==> src/rtl/alu_issue.sv <==
// -----------------------------------------------------------------------------
// alu_issue
//
// Issue/collect stage sitting directly in front of the CPU's ALU. It accepts
// one operation at a time from the control unit, drives the ALU operand,
// opcode and start inputs from registers, runs the multi-cycle DIV
// start/finished protocol with a timeout, and returns the result, high word,
// flags and destination tag over a response handshake. Every ALU operation,
// single-cycle or multi-cycle, therefore looks the same to the control unit.
//
// Ports
//   CLK, RESET_N           clock (posedge) and asynchronous active-low reset
//   req_valid/req_ready    request handshake; req_ready is combinational and
//                          is high only in IDLE while reset is released
//   req_a, req_b, req_op   operands and opcode (1=ADD .. 10=SHR, 3=MUL, 4=DIV)
//   req_tag                destination tag, returned unchanged on rsp_tag
//   alu_a, alu_b           registered operands to the ALU
//   alu_opcode             registered opcode to the ALU
//   alu_start              registered one-cycle DIV start pulse
//   alu_result, alu_high   ALU outputs (ALU updates them on negedge)
//   alu_flags              ALU flags {POSITIVE, OVERFLOW, CARRY, ZERO}
//   alu_finished           ALU multi-cycle completion
//   rsp_valid/rsp_ready    response handshake
//   rsp_result, rsp_high   captured result and high word
//   rsp_flags, rsp_tag     captured flags and request tag
//   rsp_err                illegal opcode, divide by zero or DIV timeout
// -----------------------------------------------------------------------------
module alu_issue #(
  parameter int N            = 16,
  parameter int ALU_OP_COUNT = 4,
  parameter int FLAGS_COUNT  = 4,
  parameter int TAG_W        = 4,
  parameter int DIV_TIMEOUT  = 64
) (
  input  logic                    CLK,
  input  logic                    RESET_N,
  // request side
  input  logic                    req_valid,
  output logic                    req_ready,
  input  logic [N-1:0]            req_a,
  input  logic [N-1:0]            req_b,
  input  logic [ALU_OP_COUNT-1:0] req_op,
  input  logic [TAG_W-1:0]        req_tag,
  // ALU side
  output logic [N-1:0]            alu_a,
  output logic [N-1:0]            alu_b,
  output logic [ALU_OP_COUNT-1:0] alu_opcode,
  output logic                    alu_start,
  input  logic [N-1:0]            alu_result,
  input  logic [N-1:0]            alu_high,
  input  logic [FLAGS_COUNT-1:0]  alu_flags,
  input  logic                    alu_finished,
  // response side
  output logic                    rsp_valid,
  input  logic                    rsp_ready,
  output logic [N-1:0]            rsp_result,
  output logic [N-1:0]            rsp_high,
  output logic [FLAGS_COUNT-1:0]  rsp_flags,
  output logic [TAG_W-1:0]        rsp_tag,
  output logic                    rsp_err
);

  // Counter must be able to hold DIV_TIMEOUT itself.
  localparam int CNT_W = $clog2(DIV_TIMEOUT + 1);
  localparam logic [CNT_W-1:0] TIMEOUT_COUNT = CNT_W'(DIV_TIMEOUT);

  localparam logic [ALU_OP_COUNT-1:0] OP_FIRST = ALU_OP_COUNT'(1);
  localparam logic [ALU_OP_COUNT-1:0] OP_LAST  = ALU_OP_COUNT'(10);
  localparam logic [ALU_OP_COUNT-1:0] OP_DIV   = ALU_OP_COUNT'(4);

  typedef enum logic [2:0] {
    IDLE,
    EXEC,
    DIV_START,
    DIV_WAIT,
    RESP
  } state_t;

  state_t           state;
  logic [CNT_W-1:0] wait_count;
  logic [CNT_W-1:0] wait_count_inc;
  logic             op_legal;
  logic             div_by_zero;
  logic             req_fault;

  // Gated with RESET_N so that nothing is accepted while reset is held.
  assign req_ready = (state == IDLE) && RESET_N;

  // Faulted requests never reach the ALU and are answered directly.
  assign op_legal       = (req_op >= OP_FIRST) && (req_op <= OP_LAST);
  assign div_by_zero    = (req_op == OP_DIV) && (req_b == '0);
  assign req_fault      = !op_legal || div_by_zero;
  assign wait_count_inc = wait_count + CNT_W'(1);

  always_ff @(posedge CLK or negedge RESET_N) begin
    if (!RESET_N) begin
      state      <= IDLE;
      wait_count <= '0;
      alu_a      <= '0;
      alu_b      <= '0;
      alu_opcode <= '0;
      alu_start  <= 1'b0;
      rsp_valid  <= 1'b0;
      rsp_result <= '0;
      rsp_high   <= '0;
      rsp_flags  <= '0;
      rsp_tag    <= '0;
      rsp_err    <= 1'b0;
    end else begin
      case (state)
        IDLE: begin
          // req_ready is high here, so req_valid alone completes the handshake.
          if (req_valid) begin
            rsp_tag <= req_tag;
            if (req_fault) begin
              // ALU inputs are left untouched; answer with an error at once.
              rsp_result <= '0;
              rsp_high   <= '0;
              rsp_flags  <= '0;
              rsp_err    <= 1'b1;
              rsp_valid  <= 1'b1;
              state      <= RESP;
            end else begin
              alu_a      <= req_a;
              alu_b      <= req_b;
              alu_opcode <= req_op;
              if (req_op == OP_DIV) begin
                alu_start  <= 1'b1;
                wait_count <= '0;
                state      <= DIV_START;
              end else begin
                state <= EXEC;
              end
            end
          end
        end

        EXEC: begin
          // ALU evaluated on the preceding negedge; its outputs are settled.
          rsp_result <= alu_result;
          rsp_high   <= alu_high;
          rsp_flags  <= alu_flags;
          rsp_err    <= 1'b0;
          rsp_valid  <= 1'b1;
          state      <= RESP;
        end

        DIV_START: begin
          alu_start <= 1'b0;
          state     <= DIV_WAIT;
        end

        DIV_WAIT: begin
          if (alu_finished) begin
            rsp_result <= alu_result;   // quotient
            rsp_high   <= alu_high;     // remainder
            rsp_flags  <= alu_flags;
            rsp_err    <= 1'b0;
            rsp_valid  <= 1'b1;
            state      <= RESP;
          end else begin
            wait_count <= wait_count_inc;
            // The DIV_TIMEOUT-th unfinished sample ends the wait.
            if (wait_count_inc == TIMEOUT_COUNT) begin
              rsp_result <= '0;
              rsp_high   <= '0;
              rsp_flags  <= '0;
              rsp_err    <= 1'b1;
              rsp_valid  <= 1'b1;
              state      <= RESP;
            end
          end
        end

        RESP: begin
          if (rsp_ready) begin
            rsp_valid <= 1'b0;
            state     <= IDLE;
          end
        end

        default: begin
          state     <= IDLE;
          rsp_valid <= 1'b0;
          alu_start <= 1'b0;
        end
      endcase
    end
  end

endmodule

==> config.mk <==
export PLATFORM = sky130hd
export DESIGN_NAME = alu_issue
export DESIGN_NICKNAME = d
export VERILOG_FILES = /design/src/rtl/alu_issue.sv
export SDC_FILE = /design/constraint.sdc
export NUM_CORES = 1
export LEC_CHECK = 0
export ABC_AREA = 1
export CAP_MARGIN = 10
export CELL_PAD_IN_SITES_DETAIL_PLACEMENT = 1
export CELL_PAD_IN_SITES_GLOBAL_PLACEMENT = 2
export CORE_ASPECT_RATIO = 2
export CORE_MARGIN = 2
export CORE_UTILIZATION = 25
export DETAILED_ROUTE_END_ITERATION = 8
export PLACE_DENSITY_LB_ADDON = 0.12
export SKIP_LAST_GASP = 1
export SLEW_MARGIN = 10
export SYNTH_ARGS = -nofsm -noshare
export SYNTH_HDL_FRONTEND = slang
export SYNTH_SLANG_ARGS = --single-unit
export TNS_END_PERCENT = 1
==> constraint.sdc <==
create_clock -name CLK -period 4.2 [get_ports CLK]
set_clock_uncertainty 0.15 [all_clocks]
set_input_delay 0.63 -clock CLK [delete_from_list [all_inputs] [get_ports CLK]]
set_output_delay 0.63 -clock CLK [all_outputs]
set_load 0.01 [all_outputs]
* Word-level counts from Yosys, hierarchy flattened
Cells that the tools add are included.
** Operators by class
- Magnitude comparators :: 2
- Eq/ne operators :: 13
- Bitwise gates (word level) :: 3
- $add $sub $neg :: 1
- Mux-type cells :: 36
- Reductions and logical operators :: 17
** Operator list (count)
- one-hot mux 16 bit (3 select lines) :: 2
- 2-to-1 mux 16 bit :: 5
- 2-to-1 mux 7 bit :: 4
- logical NOT 16 bit :: 1
- 2-to-1 mux 4 bit :: 4
- 2-to-1 mux 3 bit :: 5
- one-hot mux 3 bit (5 select lines) :: 1
- one-hot mux 7 bit (2 select lines) :: 1
- one-hot mux 4 bit (3 select lines) :: 1
- != test 2 bit, second input constant :: 5
- AND reduction 5 bit :: 2
- 2-to-1 mux 1 bit :: 9
- AND reduction 4 bit :: 2
- adder 7 x 1 -> 7 bit, second input constant :: 1
- == test 7 bit, second input constant :: 1
- == test 3 x 2 -> 1 bit, second input constant :: 2
- AND reduction 3 bit :: 2
- one-hot mux 1 bit (5 select lines) :: 1
- == test 4 x 3 -> 1 bit, second input constant :: 1
- >= comparator 4 x 1 -> 1 bit, second input constant :: 1
- <= comparator 4 bit, second input constant :: 1
- == test 3 x 1 -> 1 bit, second input constant :: 1
- == test 3 bit, second input constant :: 1
- logical AND 1 bit :: 3
- 13 further kinds :: 15
** Storage, ports and cells
- Input port bits :: 81
- Register bits after elaboration :: 89
- Output and inout port bits :: 80
- Logic and storage cells :: 84

* Logic depth before layout (Yosys ltp)
Gate-level depths: netlist of run 1.
- Depth in word-level cells :: 7
- Depth in mapped cells :: 14
- Gate-level depth less buffers :: 12

* Worst setup path after synthesis of run 1
Ideal clock, no wire load.
- Path type :: reg-to-reg
- Start point :: register wait_count[0]
- End point :: register rsp_err
- Period minus slack after synthesis :: 1.908 ns
- Cell stages (with the launch flop) :: 14
- Data required time :: 3.933 ns
- Data arrival time :: 1.641 ns
- Library setup time :: 0.117 ns
- Buffers on the path :: 2
- Slack :: 2.292 ns
- Cells stage by stage :: dfrtp_1 -> ha_1 -> nand3_1 -> nand2_1 -> nand2_1 -> nand2_1 -> nor2_1 -> nand2_1 -> nand2_2 -> nand3_2 -> buf_6 -> buf_6 -> nand2_2 -> nand2_1
** On the way
- Cells in the longest elaborated chain, start to end :: 4
** RTL lines
- start, declared :: RTL line 80 : logic [CNT_W-1:0] wait_count;
- start signal, assigned :: RTL line 162 : wait_count <= wait_count_inc;
- adder 7 x 1 -> 7 bit :: RTL line 93 : assign wait_count_inc = wait_count + CNT_W'(1);
- == test 7 bit :: RTL line 164 : if (wait_count_inc == TIMEOUT_COUNT) begin
- != test 3 bit (no source line)
- AND reduction 4 bit (no source line)
- end signal, assigned :: RTL line 108 : rsp_err <= 1'b0;
- end signal, assigned :: RTL line 158 : rsp_err <= 1'b0;
- end signal, assigned :: RTL line 168 : rsp_err <= 1'b1;
- end, declared :: RTL line 60 : output logic rsp_err
Every way passes these cells.
A chain may end at the register's enable or synchronous reset.

* Final worst setup path of run 1
- Start point :: input port req_op[3]
- End point :: register alu_b[10]
** On the way
- Cells in the longest elaborated chain, start to end :: 6
- Elaborated cells between the ends (all ways) :: 9
- Those cells by class :: 2 x order compare; 1 x eq/ne; 1 x bitwise; 5 x reduce/logical
** RTL lines
- start, declared :: RTL line 42 : input logic [ALU_OP_COUNT-1:0] req_op,
- >= comparator 4 x 1 -> 1 bit or <= comparator 4 bit (tied branches) :: RTL line 90 : assign op_legal = (req_op >= OP_FIRST) && (req_op <= OP_LAST);
- logical AND 1 bit :: RTL line 90
- logical NOT 1 bit :: RTL line 92 : assign req_fault = !op_legal || div_by_zero;
- logical OR 1 bit (*) :: RTL line 92
- inverter 1 bit (no source line) (*)
- AND reduction 3 bit (no source line) (*)
- end signal, assigned :: RTL line 125 : alu_b <= req_b;
- end, declared :: RTL line 46 : output logic [N-1:0] alu_b,
Every way passes the cells marked *; elsewhere a longest branch is shown, timed or not.

==> impl_metrics.env, run 1 <==
export IMPL_netlist_area_sq_um=3807
export IMPL_cpPeakStageDelay_ns=0.64
export IMPL_cts_resized=0
export IMPL_cp_max_fo=32
export IMPL_cp_end_kind="flip-flop"
export IMPL_final_nets=695
export IMPL_grt_max_degree=50
export IMPL_clock_root_buffer="clkbuf_16"
export IMPL_arrival_ns=3.03
export IMPL_finalCriticalPeriod_ns=2.972
export IMPL_via_count=3494
export IMPL_cts_tree="built"
export IMPL_p_switching_mw=1.329
export IMPL_fin_crit_sh=0.7076
export IMPL_rsz0062_at_grt="false"
export IMPL_io_buffers=160
export IMPL_antenna_found_initial=0
export IMPL_fp_dieW_microns=91.26
export IMPL_ant_nets=0
export IMPL_finalSetupViolations=0
export IMPL_cp_slowest_cell="nand4_2"
export IMPL_start_util=0.2556
export IMPL_r2r_start="state[1]$_DFFE_PN0P_"
export IMPL_fp_coreArea_sq_um=14900
export IMPL_cts_htree_levels=3
export IMPL_cap_violations=0
export IMPL_status="finished, final reports clean"
export IMPL_overflow=0
export IMPL_drt_initial_drc_count=108
export IMPL_fillers=1781
export IMPL_num_io_pins=161
export IMPL_max_freq_ghz=0.3365
export IMPL_path_clk_slew_ns=0.06
export IMPL_p_int_mw=2.573
export IMPL_cp_required_ns=4.26
export IMPL_power_mw=3.902
export IMPL_avgSynthCellArea_sq_um=8.442
export IMPL_switching_share=0.3407
export IMPL_synth_distinct_cells=29
export IMPL_worstSetupStartpointType="primary input"
export IMPL_drcViolationCount=0
export IMPL_cts_buffer_depth=2
export IMPL_finalNonFillerCells=813
export IMPL_ys_ff_latch=89
export IMPL_critPathKind="primary input to flip-flop"
export IMPL_clkPwrFrac=0.224
export IMPL_cts_setup_buffers=0
export IMPL_dp_hpwl_mm=9.652
export IMPL_ys_top_cells_by_area="dfrtp_1 58%, nand2_1 18%, inv_1 4.6%"
export IMPL_crit_family="buffers and inverters"
export IMPL_cts_buffers=9
export IMPL_fin_setup_tns_ns=0
export IMPL_clock_latency_ns=0.34
export IMPL_ys_warn_count=0
export IMPL_syn_nets=533
export IMPL_tightest_slew_ns=0.7819
export IMPL_grt_pass1_wl_mm=19.98
export IMPL_yosysSeqAreaShare=0.5849
export IMPL_slew_viol_final=0
export IMPL_grt_pass1_vias=3884
export IMPL_fin_hold_ws_ns=0.2583
export IMPL_rows=63
export IMPL_slew_headroom=0.4775
export IMPL_dieArea_sq_um=16290
export IMPL_comb_power_share=0.422
export IMPL_wl_per_cell_microns=15.25
export IMPL_grtUsageTotal=0.1599
export IMPL_synth_top_cell_area_share=0.5849
export IMPL_die_y_microns=178.5
export IMPL_dr_pass1_iters=4
export IMPL_cts_sinks=89
export IMPL_crit_chain="clkdlybuf4s50_1, inv_2, nor2_1, nand3_1, a21oi_2, nand4_2, buf_4, nand2_1, o21ai_0"
export IMPL_hold_viol_final=0
export IMPL_critPathBufInv=3
export IMPL_critPathLaunch="req_op[3]"
export IMPL_p_per_area_nw_per_um2=656.2
export IMPL_wl_mm=12.40
export IMPL_synth_top_cell_by_area="dfrtp_1"
export IMPL_peakVddDrop_uv=257.8
export IMPL_synthCells=451
export IMPL_layout_drive_gt1_share=0.07120
export IMPL_vias_per_cell=4.298
export IMPL_gp_congestion=0.7725
export IMPL_dp_cells=797
export IMPL_p_leak_nw=2.888
export IMPL_p_seq_frac=0.355
export IMPL_n_antenna_cell=0
export IMPL_worstHoldPathType="primary input to async pin"
export IMPL_syn2layout_area_growth_pct=56.19
export IMPL_hold_buffers=0
## path summary, 6_finish.rpt
kind                       cells after the start                 endpoint  slack, ns
min in group CLK                               2  rsp_high[9]$_DFFE_PN0P_       0.32
hold / removal                                 2     alu_b[8]$_DFFE_PN0P_       0.26
setup / recovery                               9    alu_b[10]$_DFFE_PN0P_       1.23
hold reg to reg                                2  rsp_high[9]$_DFFE_PN0P_       0.32
setup reg to reg                               7    alu_b[10]$_DFFE_PN0P_       1.78
max in group asynchronous                      3     alu_a[8]$_DFFE_PN0P_       2.54
## layer usage
metal / part of all wire / GRT usage
met3: 0.055 / 0.04394
met5: 0 / 0
met2: 0.56 / 0.3062
met1: 0.36 / 0.1563
met4: 0.029 / 0.07386
## layout make-up
| class | count | area [sq um] | area share |
|---|---|---|---|
| clock buffer | 12 | 246.5 | 0.04145 |
| clock inverter | 4 | 76.32 | 0.01283 |
| inverter | 50 | 187.7 | 0.03156 |
| multi-input combinational | 297 | 1321 | 0.2222 |
| sequential | 89 | 2227 | 0.3745 |
| tap | 195 | 244.0 | 0.04103 |
| timing repair buffer | 166 | 1644 | 0.2765 |
## power groups by stage
stage	registers [mW]	clock network (mW)	logic (mW)
after floorplan	1.53	0	0.584
after global placement	1.39	0	1.66
after detailed placement	1.40	0	1.69
after CTS	1.39	0.906	1.70
after global routing	1.43	0.938	1.83
final	1.38	0.872	1.65
## cell families (layout without fill, tap and decap cells)
family          Yosys count  after routing  synth area share
simple gates            246            246            0.2652
mux                       4              4           0.01183
fa+ha+maj                 1              1          0.003286
flops                    89             89            0.5850
buf+inv                  65            232           0.06868
compound gates           46             46           0.06606
## state kept, by name, summed over array words and instances, names as in the netlist, 4 cells and up
name	count
alu_a	16
alu_b	16
alu_opcode	4
rsp_flags	4
rsp_high	16
rsp_result	16
rsp_tag	4
wait_count	7
## cell usage after synthesis
master and instances:
nand3_2 1, nor2_1 20, o21bai_1 1, a22oi_1 1, or2_1 1, nand3b_1 1
inv_1 47, buf_2 2, nand2_1 185, clkbuf_1 11, o21ai_0 6, o21a_1 1
nor3_1 2, a21oi_2 1, o22a_1 1, nor2_2 1, dfrtp_1 89, o21bai_2 1
clkinv_1 1, mux2_2 4, buf_6 2, nand2_2 11, nand3_1 20, inv_2 2
nand4_1 3, ha_1 1, o21ai_1 32, nand4_2 1, a21oi_1 2
## stage by stage
stage | util | area (sq um) | worst slack, ns
floorplan | - | 3807 | 2.292
global placement | 0.3775 | 5624 | 1.031
detailed placement | 0.3775 | 5624 | 0.8879
CTS | 0.3992 | 5947 | 1.239
global route | 0.3992 | 5947 | 0.9842
finish | 0.3992 | 5947 | 1.228
## cells in the final DEF, fill, tap and decap left out, types with 2 or more instances in the layout
cell             instances
buf_4                    7
inv_2                    2
mux2_2                   4
nand2_2                 11
nand3_1                 20
o21ai_1                 32
dfrtp_1                 89
clkbuf_1                 2
nor2_2                   2
clkbuf_16                9
a21oi_1                  2
bufinv_16                2
clkdlybuf4s50_1        159
nor3_1                   2
nor2_1                  19
nand2_1                185
inv_1                   47
nand4_1                  3
o21ai_0                  6
(Power assumes the default switching activity.)
==> run 2: changes to the inputs <==
--- a/config.mk
+++ b/config.mk
@@ -11,7 +11,7 @@
 export CELL_PAD_IN_SITES_GLOBAL_PLACEMENT = 2
 export CORE_ASPECT_RATIO = 2
 export CORE_MARGIN = 2
-export CORE_UTILIZATION = 25
+export CORE_UTILIZATION = 21
 export DETAILED_ROUTE_END_ITERATION = 8
 export PLACE_DENSITY_LB_ADDON = 0.12
 export SKIP_LAST_GASP = 1
==> constraint.sdc (replaced) <==
create_clock -name CLK -period 2.7 [get_ports CLK]
set_clock_uncertainty 0.15 [all_clocks]
set_input_delay 0.405 -clock CLK [delete_from_list [all_inputs] [get_ports CLK]]
set_output_delay 0.405 -clock CLK [all_outputs]
set_load 0.01 [all_outputs]
==> run 2 against run 1 <==
  * Design area up 1.6%
  * Via count up 0.29%
  * Wire length up 4.6%
  * Clock power up 71%
  * Core utilization down 5.9 points
  * Sequential share of layout area down 0.60 points
  * Sequential power up 56%
  * Hold slack worse by 0.16 ns
  * Largest power group unchanged
==> impl_metrics.env, run 2 (synthesis gave the netlist of run 1 again) <==
export IMPL_grt_pass1_wl_mm=20.78
export IMPL_layout_drive_gt1_share=0.07593
export IMPL_top_layer_used="met4"
export IMPL_place_ws_ns=0.1180
export IMPL_mostFrequentLayoutCell="nand2_1"
export IMPL_io_buffers=160
export IMPL_tightest_slew_ns=0.8118
export IMPL_peakVddDrop_uv=312.6
export IMPL_cts_resized=0
export IMPL_register_area_sq_um=2227
export IMPL_clock_root_buffer="clkbuf_16"
export IMPL_drt_initial_drc_count=90
export IMPL_n_antenna_cell=0
export IMPL_crit_chain="nor2_1, nand2_1, nor2_1, clkdlybuf4s50_1"
export IMPL_grt_max_degree=54
export IMPL_p_leak_nw=2.919
export IMPL_fp_coreArea_sq_um=17780
export IMPL_antenna_found_initial=0
export IMPL_place_area_sq_um=5692
export IMPL_routed_wl_met2_mm=7.362
export IMPL_cts_buffer_depth=2
export IMPL_finalNonFillerCells=832
export IMPL_fin_hold_ws_ns=0.1031
export IMPL_wirelength_met1_mm=4.582
export IMPL_critPathKind="flip-flop to primary output"
export IMPL_worstReg2RegEnd="rsp_result[0]$_DFFE_PN0P_"
export IMPL_cts_setup_buffers=0
export IMPL_die_y_microns=194.4
export IMPL_via_count=3504
export IMPL_max_freq_ghz=0.4276
export IMPL_worstHoldPathType="primary input to async pin"
export IMPL_reg2reg_depth=12
export IMPL_fin_ws_ns=0.3614
export IMPL_fillers=2096
export IMPL_cts_buffers=9
export IMPL_status="finished, final reports clean"
export IMPL_start_util=0.2141
export IMPL_cts_sinks=89
export IMPL_vias_per_cell=4.212
export IMPL_cap_violations=0
export IMPL_cts_tree="built"
export IMPL_cp_slowest_cell="clkdlybuf4s50_1"
export IMPL_r2r_setup_slack_ns=0.52
export IMPL_power_mw=6.261
export IMPL_critPathBufInv=1
export IMPL_cts_htree_levels=3
export IMPL_finalCriticalPeriod_ns=2.339
export IMPL_r2r_start="wait_count[0]$_DFFE_PN0P_"
export IMPL_p_per_area_nw_per_um2=1036
export IMPL_final_cell_mix="185 x nand2_1, 159 x clkdlybuf4s50_1, 89 x dfrtp_1, 47 x inv_1, 32 x o21ai_1"
export IMPL_utilization=0.3399
export IMPL_grt_pass1_vias=3867
export IMPL_final_nets=696
export IMPL_grtUsageTotal=0.1402
export IMPL_path_clk_slew_ns=0.07
export IMPL_wl_per_cell_microns=15.59
export IMPL_dr_pass1_iters=4
export IMPL_hold_viol_final=0
export IMPL_crit_family="buffers and inverters"
export IMPL_rows=69
export IMPL_dp_cells=816
export IMPL_dieArea_sq_um=19290
export IMPL_slew_headroom=0.4582
export IMPL_worstSetupStartpointType="flip-flop"
export IMPL_gp_congestion=0.7529
export IMPL_finalSetupViolations=0
export IMPL_ant_nets=0
export IMPL_multi_input_area_sq_um=1321
export IMPL_fp_dieW_microns=99.21
export IMPL_fin_setup_tns_ns=0
export IMPL_rsz0062_at_grt="false"
export IMPL_wl_mm=12.97
export IMPL_cp_end_kind="primary output"
export IMPL_drcViolationCount=0
export IMPL_syn2layout_area_growth_pct=58.76
export IMPL_clock_latency_ns=0.35
export IMPL_hold_buffers=0
export IMPL_arrival_ns=1.78
export IMPL_num_io_pins=161
export IMPL_dp_hpwl_mm=10.06
export IMPL_cp_required_ns=2.14
export IMPL_slew_viol_final=0
export IMPL_cpMostUsedCell="nor2_1"
export IMPL_cpPeakStageDelay_ns=0.54
export IMPL_design_area_sq_um=6045
export IMPL_overflow=0
export IMPL_fin_crit_sh=0.8661
export IMPL_wl_met3_microns=805
export IMPL_cp_max_fo=6
-- run 2: worst max path at each step --
| stage | from | endpoint | slack, ns | cells after the start |
|---|---|---|---|---|
| 5_1_grt | state[1]$_DFFE_PN0P_ | req_ready | 0.25 | 4 |
| 3_5_place_dp | req_op[3] | alu_b[2]$_DFFE_PN0P_ | 0.12 | 9 |
| 3_3_place_gp | req_op[3] | alu_b[10]$_DFFE_PN0P_ | 0.18 | 9 |
| 2_1_floorplan | wait_count[0]$_DFFE_PN0P_ | rsp_err$_DFFE_PN0P_ | 0.79 | 13 |
| 6_report | state[1]$_DFFE_PN0P_ | req_ready | 0.36 | 4 |
| 4_1_cts | state[1]$_DFFE_PN0P_ | req_ready | 0.33 | 4 |
-- run 2: cell type report --
type                       count  share of cell area
clock buffer                  10             0.03954
inverter                      50             0.03105
clock inverter                 6             0.01884
sequential                    89              0.3685
timing repair buffer         167              0.2794
tap                          213             0.04409
multi-input combinational    297              0.2186
-- run 2: worst reg2reg max path: stages (launching register included) --
cell	delay, ns
dfrtp_1	0.43
ha_1	0.26
nand3_1	0.16
nand2_1	0.09
nand2_1	0.06
nand2_1	0.05
nor2_1	0.13
nand2_1	0.11
nand2_2	0.13
nand3_2	0.09
buf_4	0.25
nand2_1	0.11
nand2_1	0.05
-- run 2: where the power goes --
| part | switching, mW | internal, mW |
|---|---|---|
| combinational | 1.27 | 1.35 |
| clock | 0.556 | 0.934 |
| sequential | 0.295 | 1.86 |
-- run 2: per-layer routing --
layer / vias up / GRT usage
met1: 1673 / 0.1429
met2: 108 / 0.2650
met3: 11 / 0.03740
li1: 1712 / -
met5: - / 0
met4: 0 / 0.05327
